[src/rtl/spi_pkg.sv]
// Shared types and constants for the SPI mode-0 master.
package spi_pkg;

    localparam int SPI_BYTE_W     = 8;
    localparam int HALF_DIV_DEF   = 8;
    localparam int HALF_DIV_MIN   = 8;
    localparam int HALF_DIV_MAX   = 255;
    localparam int SETUP_CYC_DEF  = 6;
    localparam int SETUP_CYC_MIN  = 4;
    localparam int GAP_CYC_DEF    = 8;
    localparam int GAP_CYC_MIN    = 4;

    typedef enum logic [2:0] {
        IDLE,
        SETUP,
        LOW,
        HIGH,
        WAIT,
        HOLD,
        GAP
    } spi_state_e;

endpackage

[src/rtl/spi_sync2.sv]
// Two-flop synchronizer for a single asynchronous input, reset to 0.
module spi_sync2 (
    input  logic clk,
    input  logic rst_n,
    input  logic d_i,
    output logic q_o
);

    logic meta_q;
    logic sync_q;

    always_ff @(posedge clk or negedge rst_n) begin
        if (!rst_n) begin
            meta_q <= 1'b0;
            sync_q <= 1'b0;
        end else begin
            meta_q <= d_i;
            sync_q <= meta_q;
        end
    end

    assign q_o = sync_q;

endmodule

[src/rtl/spi_master.sv]
// SPI mode-0 master (CPOL=0, CPHA=0, MSB first), multi-byte frames under one cs.
// Optional SPI_MASTER_XFER_CNT_EN adds xfer_cnt, counting completed cs frames.
module spi_master
    import spi_pkg::*;
#(
    parameter int HALF_DIV  = HALF_DIV_DEF,   // 8..255
    parameter int SETUP_CYC = SETUP_CYC_DEF,  // >= 4
    parameter int GAP_CYC   = GAP_CYC_DEF     // >= 4
) (
    input  logic                  clk,
    input  logic                  ar,
    input  logic [SPI_BYTE_W-1:0] tx_data,
    input  logic                  tx_valid,
    input  logic                  tx_last,
    output logic                  tx_ready,
    output logic [SPI_BYTE_W-1:0] rx_data,
    output logic                  rx_valid,
    output logic                  busy,
    output logic                  sck,
    output logic                  mosi,
    input  logic                  miso,
    output logic                  cs
`ifdef SPI_MASTER_XFER_CNT_EN
    ,
    output logic [7:0]            xfer_cnt
`endif
);

    localparam logic [7:0] HALF_LD  = 8'(HALF_DIV - 1);
    localparam logic [7:0] SETUP_LD = 8'(SETUP_CYC - 1);
    localparam logic [7:0] GAP_LD   = 8'(GAP_CYC - 1);

    spi_state_e            state_q, state_d;
    logic [7:0]            cnt_q, cnt_d;
    logic [2:0]            bit_q, bit_d;
    logic [SPI_BYTE_W-1:0] txsh_q, txsh_d;
    logic [SPI_BYTE_W-1:0] rxsh_q, rxsh_d;
    logic [SPI_BYTE_W-1:0] rx_data_q, rx_data_d;
    logic                  last_q, last_d;
    logic                  sck_q, sck_d;
    logic                  mosi_q, mosi_d;
    logic                  cs_q, cs_d;
    logic                  busy_q, busy_d;
    logic                  rx_valid_q, rx_valid_d;
    logic                  miso_s;
    logic                  accept;
    logic                  cnt_zero;

    spi_sync2 u_miso_sync (
        .clk   (clk),
        .rst_n (ar),
        .d_i   (miso),
        .q_o   (miso_s)
    );

    assign tx_ready = (state_q == IDLE) || (state_q == WAIT);
    assign accept   = tx_valid && tx_ready;
    assign cnt_zero = (cnt_q == 8'd0);

    always_comb begin
        state_d    = state_q;
        cnt_d      = cnt_q;
        bit_d      = bit_q;
        txsh_d     = txsh_q;
        rxsh_d     = rxsh_q;
        rx_data_d  = rx_data_q;
        last_d     = last_q;
        sck_d      = sck_q;
        mosi_d     = mosi_q;
        cs_d       = cs_q;
        busy_d     = busy_q;
        rx_valid_d = 1'b0;
        case (state_q)
            IDLE: begin
                if (accept) begin
                    txsh_d  = tx_data;
                    last_d  = tx_last;
                    mosi_d  = tx_data[SPI_BYTE_W-1];
                    cs_d    = 1'b0;
                    busy_d  = 1'b1;
                    bit_d   = 3'd0;
                    cnt_d   = SETUP_LD;
                    state_d = SETUP;
                end
            end
            SETUP: begin
                if (cnt_zero) begin
                    cnt_d   = HALF_LD;
                    state_d = LOW;
                end else begin
                    cnt_d = cnt_q - 8'd1;
                end
            end
            LOW: begin
                if (cnt_zero) begin
                    sck_d   = 1'b1;
                    rxsh_d  = {rxsh_q[SPI_BYTE_W-2:0], miso_s};
                    cnt_d   = HALF_LD;
                    state_d = HIGH;
                end else begin
                    cnt_d = cnt_q - 8'd1;
                end
            end
            HIGH: begin
                if (cnt_zero) begin
                    sck_d = 1'b0;
                    bit_d = bit_q + 3'd1;
                    if (bit_q == 3'd7) begin
                        // rxsh already holds all 8 bits: the last one was taken on this byte's final rise.
                        rx_data_d  = rxsh_q;
                        rx_valid_d = 1'b1;
                        if (last_q) begin
                            cnt_d   = SETUP_LD;
                            state_d = HOLD;
                        end else begin
                            state_d = WAIT;
                        end
                    end else begin
                        txsh_d  = {txsh_q[SPI_BYTE_W-2:0], 1'b0};
                        mosi_d  = txsh_q[SPI_BYTE_W-2];
                        cnt_d   = HALF_LD;
                        state_d = LOW;
                    end
                end else begin
                    cnt_d = cnt_q - 8'd1;
                end
            end
            WAIT: begin
                if (accept) begin
                    txsh_d  = tx_data;
                    last_d  = tx_last;
                    mosi_d  = tx_data[SPI_BYTE_W-1];
                    cnt_d   = HALF_LD;
                    state_d = LOW;
                end
            end
            HOLD: begin
                if (cnt_zero) begin
                    cs_d    = 1'b1;
                    cnt_d   = GAP_LD;
                    state_d = GAP;
                end else begin
                    cnt_d = cnt_q - 8'd1;
                end
            end
            GAP: begin
                if (cnt_zero) begin
                    busy_d  = 1'b0;
                    state_d = IDLE;
                end else begin
                    cnt_d = cnt_q - 8'd1;
                end
            end
            default: state_d = IDLE;
        endcase
    end

    always_ff @(posedge clk or negedge ar) begin
        if (!ar) begin
            state_q    <= IDLE;
            cnt_q      <= 8'd0;
            bit_q      <= 3'd0;
            txsh_q     <= '0;
            rxsh_q     <= '0;
            rx_data_q  <= '0;
            last_q     <= 1'b0;
            sck_q      <= 1'b0;
            mosi_q     <= 1'b0;
            cs_q       <= 1'b1;
            busy_q     <= 1'b0;
            rx_valid_q <= 1'b0;
        end else begin
            state_q    <= state_d;
            cnt_q      <= cnt_d;
            bit_q      <= bit_d;
            txsh_q     <= txsh_d;
            rxsh_q     <= rxsh_d;
            rx_data_q  <= rx_data_d;
            last_q     <= last_d;
            sck_q      <= sck_d;
            mosi_q     <= mosi_d;
            cs_q       <= cs_d;
            busy_q     <= busy_d;
            rx_valid_q <= rx_valid_d;
        end
    end

    assign rx_data  = rx_data_q;
    assign rx_valid = rx_valid_q;
    assign busy     = busy_q;
    assign sck      = sck_q;
    assign mosi     = mosi_q;
    assign cs       = cs_q;

`ifdef SPI_MASTER_XFER_CNT_EN
    logic [7:0] xfer_cnt_q;

    always_ff @(posedge clk or negedge ar) begin
        if (!ar) begin
            xfer_cnt_q <= 8'd0;
        end else if (!cs_q && cs_d) begin
            xfer_cnt_q <= xfer_cnt_q + 8'd1;
        end
    end

    assign xfer_cnt = xfer_cnt_q;
`endif

endmodule

[config.mk]
export PLATFORM = sky130hd
export DESIGN_NAME = spi_master
export DESIGN_NICKNAME = d
export VERILOG_FILES = /design/src/rtl/spi_pkg.sv /design/src/rtl/spi_sync2.sv /design/src/rtl/spi_master.sv
export SDC_FILE = /design/constraint.sdc
export NUM_CORES = 1
export LEC_CHECK = 0
export ABC_CLOCK_PERIOD_IN_PS = 3900
export BUFFER_PORTS_ARGS = -buffer_cell sky130_fd_sc_hd__buf_2
export CAP_MARGIN = 20
export CELL_PAD_IN_SITES_DETAIL_PLACEMENT = 0
export CELL_PAD_IN_SITES_GLOBAL_PLACEMENT = 1
export CORE_MARGIN = 10
export CORE_UTILIZATION = 49
export CTS_BUF_LIST = sky130_fd_sc_hd__clkbuf_16
export DETAILED_ROUTE_END_ITERATION = 7
export HOLD_SLACK_MARGIN = 0.05
export PLACE_DENSITY = 0.95
export SLEW_MARGIN = 20
export SYNTH_ARGS = -nofsm -noshare
export SYNTH_HDL_FRONTEND = slang
export SYNTH_SLANG_ARGS = --single-unit
[constraint.sdc]
create_clock -name clk -period 3.9 [get_ports clk]
set_input_delay 0.78 -clock clk [delete_from_list [all_inputs] [get_ports clk]]
set_output_delay 0.78 -clock clk [all_outputs]
set_load 0.1 [all_outputs]
After elaboration in Yosys (flattened, before gate mapping) --
Index checks and enable logic that the tools add are counted.
Word-level totals: input port bits 13, logic and storage cells 95, flip-flop bits (word level) 45
Cells by class: equal/unequal tests 18, reductions and logical operators 22, add/subtract/negate cells 2, muxes and demuxes 39
Operator list (number):
- 8-bit 2-to-1 mux | 7
- 8-bit case mux with 5 select lines | 1
- 3-bit 2-to-1 mux | 10
- 7-bit 2-to-1 mux | 3
- 3-bit case mux with 7 select lines | 1
- 2-bit inequality test (second input constant) | 9
- 3-bit AND reduction | 5
- 7-bit case mux with 2 select lines | 1
- 3-bit == test (second input constant) | 4
- 1-bit 2-to-1 mux | 11
- 2-bit nonzero test | 5
- 8-bit logical NOT | 1
- 1-bit case mux with 2 select lines | 4
- 8-bit by 1-bit subtractor with 8-bit output (second input constant) | 1
- 7-bit AND reduction | 1
- 3-bit by 2-bit == test with 1-bit output (second input constant) | 2
- 3-bit case mux with 2 select lines | 1
- 5-bit AND reduction | 1
- 5-bit nonzero test | 1
- 4-bit inequality test (second input constant) | 1
- 2-bit AND reduction | 2
- 4-bit AND reduction | 1
- 3-bit by 1-bit adder with 3-bit output (second input constant) | 1
- 3-bit by 1-bit == test with 1-bit output (second input constant) | 1
- 6 further kinds | 6

Logic depth before layout (Yosys ltp) --
depth after elaboration 5, mapped depth 7, depth with buffers taken out 6

By module --
A second synthesis with hierarchy kept.
Unflattened totals: cells, all modules 199, area total of the unflattened synthesis 2145.8 um^2
By module, submodules not included:
- spi_master | cells an instance 197, instances 1, area each 2095.8 um^2
- spi_sync2 | cells an instance 2, instances 1, area each 50.0 um^2

Worst setup path before layout --
No wires, ideal clock.
path type flip-flop to output port, start reg state_q[1], end out tx_ready, data arrival time 1.731 ns, cell stages (with the launch flop) 5, setup slack 1.389 ns, data required time 3.120 ns, path buffers 2, cell sequence dfrtp_1 clkbuf_1 or2_2 clkbuf_1 inv_1
On the way: longest elaborated chain between the ends 2
Ends and longest elaborated chain:
- start: declaration | line spi_master.sv:33 | spi_state_e state_q, state_d;
- start signal: assignment | line spi_master.sv:173 | state_q <= state_d;
- 3-bit == test or 3-bit logical NOT (tied branches) | line spi_master.sv:56 | assign tx_ready = (state_q == IDLE) || (state_q == WAIT);
- 1-bit logical OR (*) | line spi_master.sv:56
- end: declaration | line spi_master.sv:15 | output logic tx_ready,
Every way passes the cells marked *; elsewhere a longest branch is shown, timed or not.

Worst setup path after layout --
start reg state_q[0], end out tx_ready
The elaborated chain is that of the path after synthesis.

==> results_dict.tcl <==
set metrics [dict create \
    synth.largest_area_cell "sky130_fd_sc_hd__dfrtp_1" \
    timing.final.crit_period_ns 2.81 \
    most_common_cell_after_layout_fill_and_taps_aside "sky130_fd_sc_hd__dfrtp_1" \
    top_layer "met4" \
    dr_wl_met3_um 258 \
    synth_ff_type "sky130_fd_sc_hd__dfrtp_1" \
    setup_violations 0 \
    synth.top_cell.area_share 0.494 \
    final_area_um2 2590 \
    synth_area_per_cell_um2 11.3 \
    critPathKind "reg -> out" \
    met1Wirelength_um 2050 \
    dr.pass1.iters 4 \
    die_height_um 87.5 \
    tritoncts_buffer_count 5 \
    synth_area_leaders "sky130_fd_sc_hd__dfrtp_1 (49%), sky130_fd_sc_hd__mux2_2 (16%), sky130_fd_sc_hd__a31oi_1 (2.5%)" \
    final-seq-area_um2 1130 \
    detail_route.wirelength_um 4630 \
    die_x_um 87.5 \
    clock.fmax_mhz 356 \
    multi_input_comb_area_um2 1030 \
    clock_buffer_depth 2 \
    met2_wirelength_um 2250 \
    avgViaCountPerCell 5.91 \
    synth.lib_cells_used.distinct 41 \
    cts_tree "done" \
    syn_nets 214 \
    detailroute.via_count 1632 \
    flow.area_growth_from_synthesis_pct 16.3 \
    grt_first_pass_wirelength_um 7850 \
    reg2reg_from "cnt_q[0]$_DFFE_PN0P_" \
    yosysWarnings 0 \
    cap_viol_max_count 0 \
    total_power_uw 984 \
    cp_data_arrival_time_ns 2.03 \
    port_buffers 26 \
    ctsResizeCount 0 \
    wire_per_inst_um 16.8 \
    ctsHoldBuffers 0 \
    worst_setup_hold_path_clk_slew_ns 0.06 \
    p_leak_nw 1.27 \
    grtUsageTotal 0.129 \
    worst_pin_slew_ns 0.830 \
    syn_inst 197 \
    clk_root_buffer_cell "sky130_fd_sc_hd__clkbuf_16" \
    gp_congestion 0.821 \
    placed_cell_area_um2 2400 \
    coreArea_um2 4380 \
    setup_repair_bufs_after_cts 0 \
    drc_errors 0 \
    share_of_synthesized_registers_carrying_an_async_set_or_reset 1.00 \
    rows 24 \
    timing.hold.worst.start "u_miso_sync.meta_q$_DFF_PN0_" \
    cts.htree.levels 2 \
    fin_cells 276 \
    tritoncts_num_sinks 45 \
    grt_antenna_before_repair 0 \
    number_of_filler_cells_placed_in_the_layout 359 \
    ioPinCount 27 \
    drive_gt1_frac 0.353 \
    synth-seq-area-share 0.505 \
    worst_hold_path_type "reg -> reg" \
    timing.final.max_slew_violations 0 \
    timing.critical_path.required_ns 3.12 \
    grt_setup_unrepaired "no" \
    antenna_cells_inserted 0 \
    irDropWorstVdd_v 0.000247 \
    timing.critical_path.fanout_max 23 \
    floorplan.die_area_um2 7650 \
    worst_clock_skew_ns 0.00245 \
    final_hold_viol_count 0 \
    pwr_density_cell_nw_per_um2 379 \
    maximum_number_of_pins_on_one_net_before_global_route_repair 46 \
    final_nets 240 \
    first_global_vias 1618 \
    clock_latency_ns 0.29 \
    dp.final_hpwl_um 3200 \
    syn-cell-area_um2 2230 \
    layout_common_cells "sky130_fd_sc_hd__dfrtp_1 (44), sky130_fd_sc_hd__mux2_2 (31), sky130_fd_sc_hd__buf_2 (26)" \
    critical_path_source_type "register" \
    totalNegativeSetupSlack_ns 0 \
    numPlacedInstances 267 \
    end_kind "primary output" \
    grt_overflow 0 \
    initial_core_util 0.509 \
    end_of_flow_core_utilization 0.592 \
    yosys_register_bits 45 \
    outcome "complete, no violations" \
    postRouteAntennaNets 0 \
    synth-edff-count 0 \
    detail_route.iter0.violations 175 \
    startpoint "state_q[0]$_DFFE_PN0P_" \
    relSlewSlack 0.442 \
    fin_crit_sh 0.720 \
]
==> per-stage QoR <==
stage / setup WS [ns] / hold slack, ns
floorplan: 1.39 / 0.331
global placement: 1.27 / 0.335
detailed placement: 1.21 / 0.345
CTS: 1.11 / 0.362
global route: 0.892 / 0.371
finish: 1.09 / 0.357
==> where the power goes <==
part | switching (mW) | internal (mW) | leakage (nW)
combinational | 0.0118 | 0.00733 | 0.623
clock | 0.188 | 0.308 | 0.0859
sequential | 0.000680 | 0.468 | 0.557
total | 0.201 | 0.783 | 1.27
==> cells in the mapped netlist, types with 2 or more instances <==
cell type,number
sky130_fd_sc_hd__dfrtp_1,44
sky130_fd_sc_hd__mux2_2,31
sky130_fd_sc_hd__nor2_1,11
sky130_fd_sc_hd__nand3_1,10
sky130_fd_sc_hd__o21ai_0,10
sky130_fd_sc_hd__a31oi_1,9
sky130_fd_sc_hd__inv_1,9
sky130_fd_sc_hd__nand2_1,9
sky130_fd_sc_hd__clkbuf_1,8
sky130_fd_sc_hd__mux2i_1,5
sky130_fd_sc_hd__ha_1,4
sky130_fd_sc_hd__nand4_1,4
sky130_fd_sc_hd__o22ai_1,4
sky130_fd_sc_hd__nand2b_1,3
sky130_fd_sc_hd__or2_2,3
sky130_fd_sc_hd__a21oi_1,2
sky130_fd_sc_hd__a311oi_1,2
sky130_fd_sc_hd__and3_1,2
sky130_fd_sc_hd__nand3b_1,2
sky130_fd_sc_hd__nor3_1,2
sky130_fd_sc_hd__o31ai_1,2
sky130_fd_sc_hd__or3_1,2
==> cells by family (layout without fill, tap and decap cells) <==
logic type,after synthesis,after routing,synth area share
flops,45,45,0.505
simple gates,55,55,0.144
mux,36,36,0.179
buf+inv,19,46,0.0320
compound gates,38,38,0.118
fa+ha+maj,4,4,0.0224
==> worst paths after layout <==
check                           cells after the start                            to  slack, ns
worst max-delay path                                3                      tx_ready       1.09
worst min-delay path                                0     u_miso_sync.q_o$_DFF_PN0_       0.36
worst max register to register                      6         rxsh_q[0]$_DFFE_PN0P_       1.18
worst min register to register                      0     u_miso_sync.q_o$_DFF_PN0_       0.36
max in group asynchronous                           2         txsh_q[2]$_DFFE_PN0P_       2.98
min in group asynchronous                           1  u_miso_sync.meta_q$_DFF_PN0_       0.43
==> layer usage <==
metal / GRT usage / up-vias
li1: - / 786
met1: 0.164 / 789
met2: 0.193 / 49
met3: 0.0403 / 8
met4: 0.0580 / 0
met5: 0 / -
==> flip-flops by register name (all words and copies together), names as in the netlist, 3 cells and up <==
name	flops
txsh_q	7
state_q	3
rx_data	8
bit_q	3
rxsh_q	8
cnt_q	8
==> critical path, cell delays in order (launching register included) <==
cell and delay (ns):
sky130_fd_sc_hd__dfrtp_1 0.62, sky130_fd_sc_hd__or2_2 0.53, sky130_fd_sc_hd__inv_1 0.15, sky130_fd_sc_hd__buf_2 0.44
==> area by class of cell <==
| type | instances | share of cell area |
|---|---|---|
| Tap cell | 52 | 0.0251 |
| Sequential cell | 45 | 0.434 |
| Clock buffer | 5 | 0.0482 |
| Multi-Input combinational cell | 133 | 0.398 |
| Clock inverter | 3 | 0.0193 |
| Inverter | 10 | 0.0145 |
| Timing Repair Buffer | 28 | 0.0608 |
No activity file was read; power rests on OpenSTA's default activity.
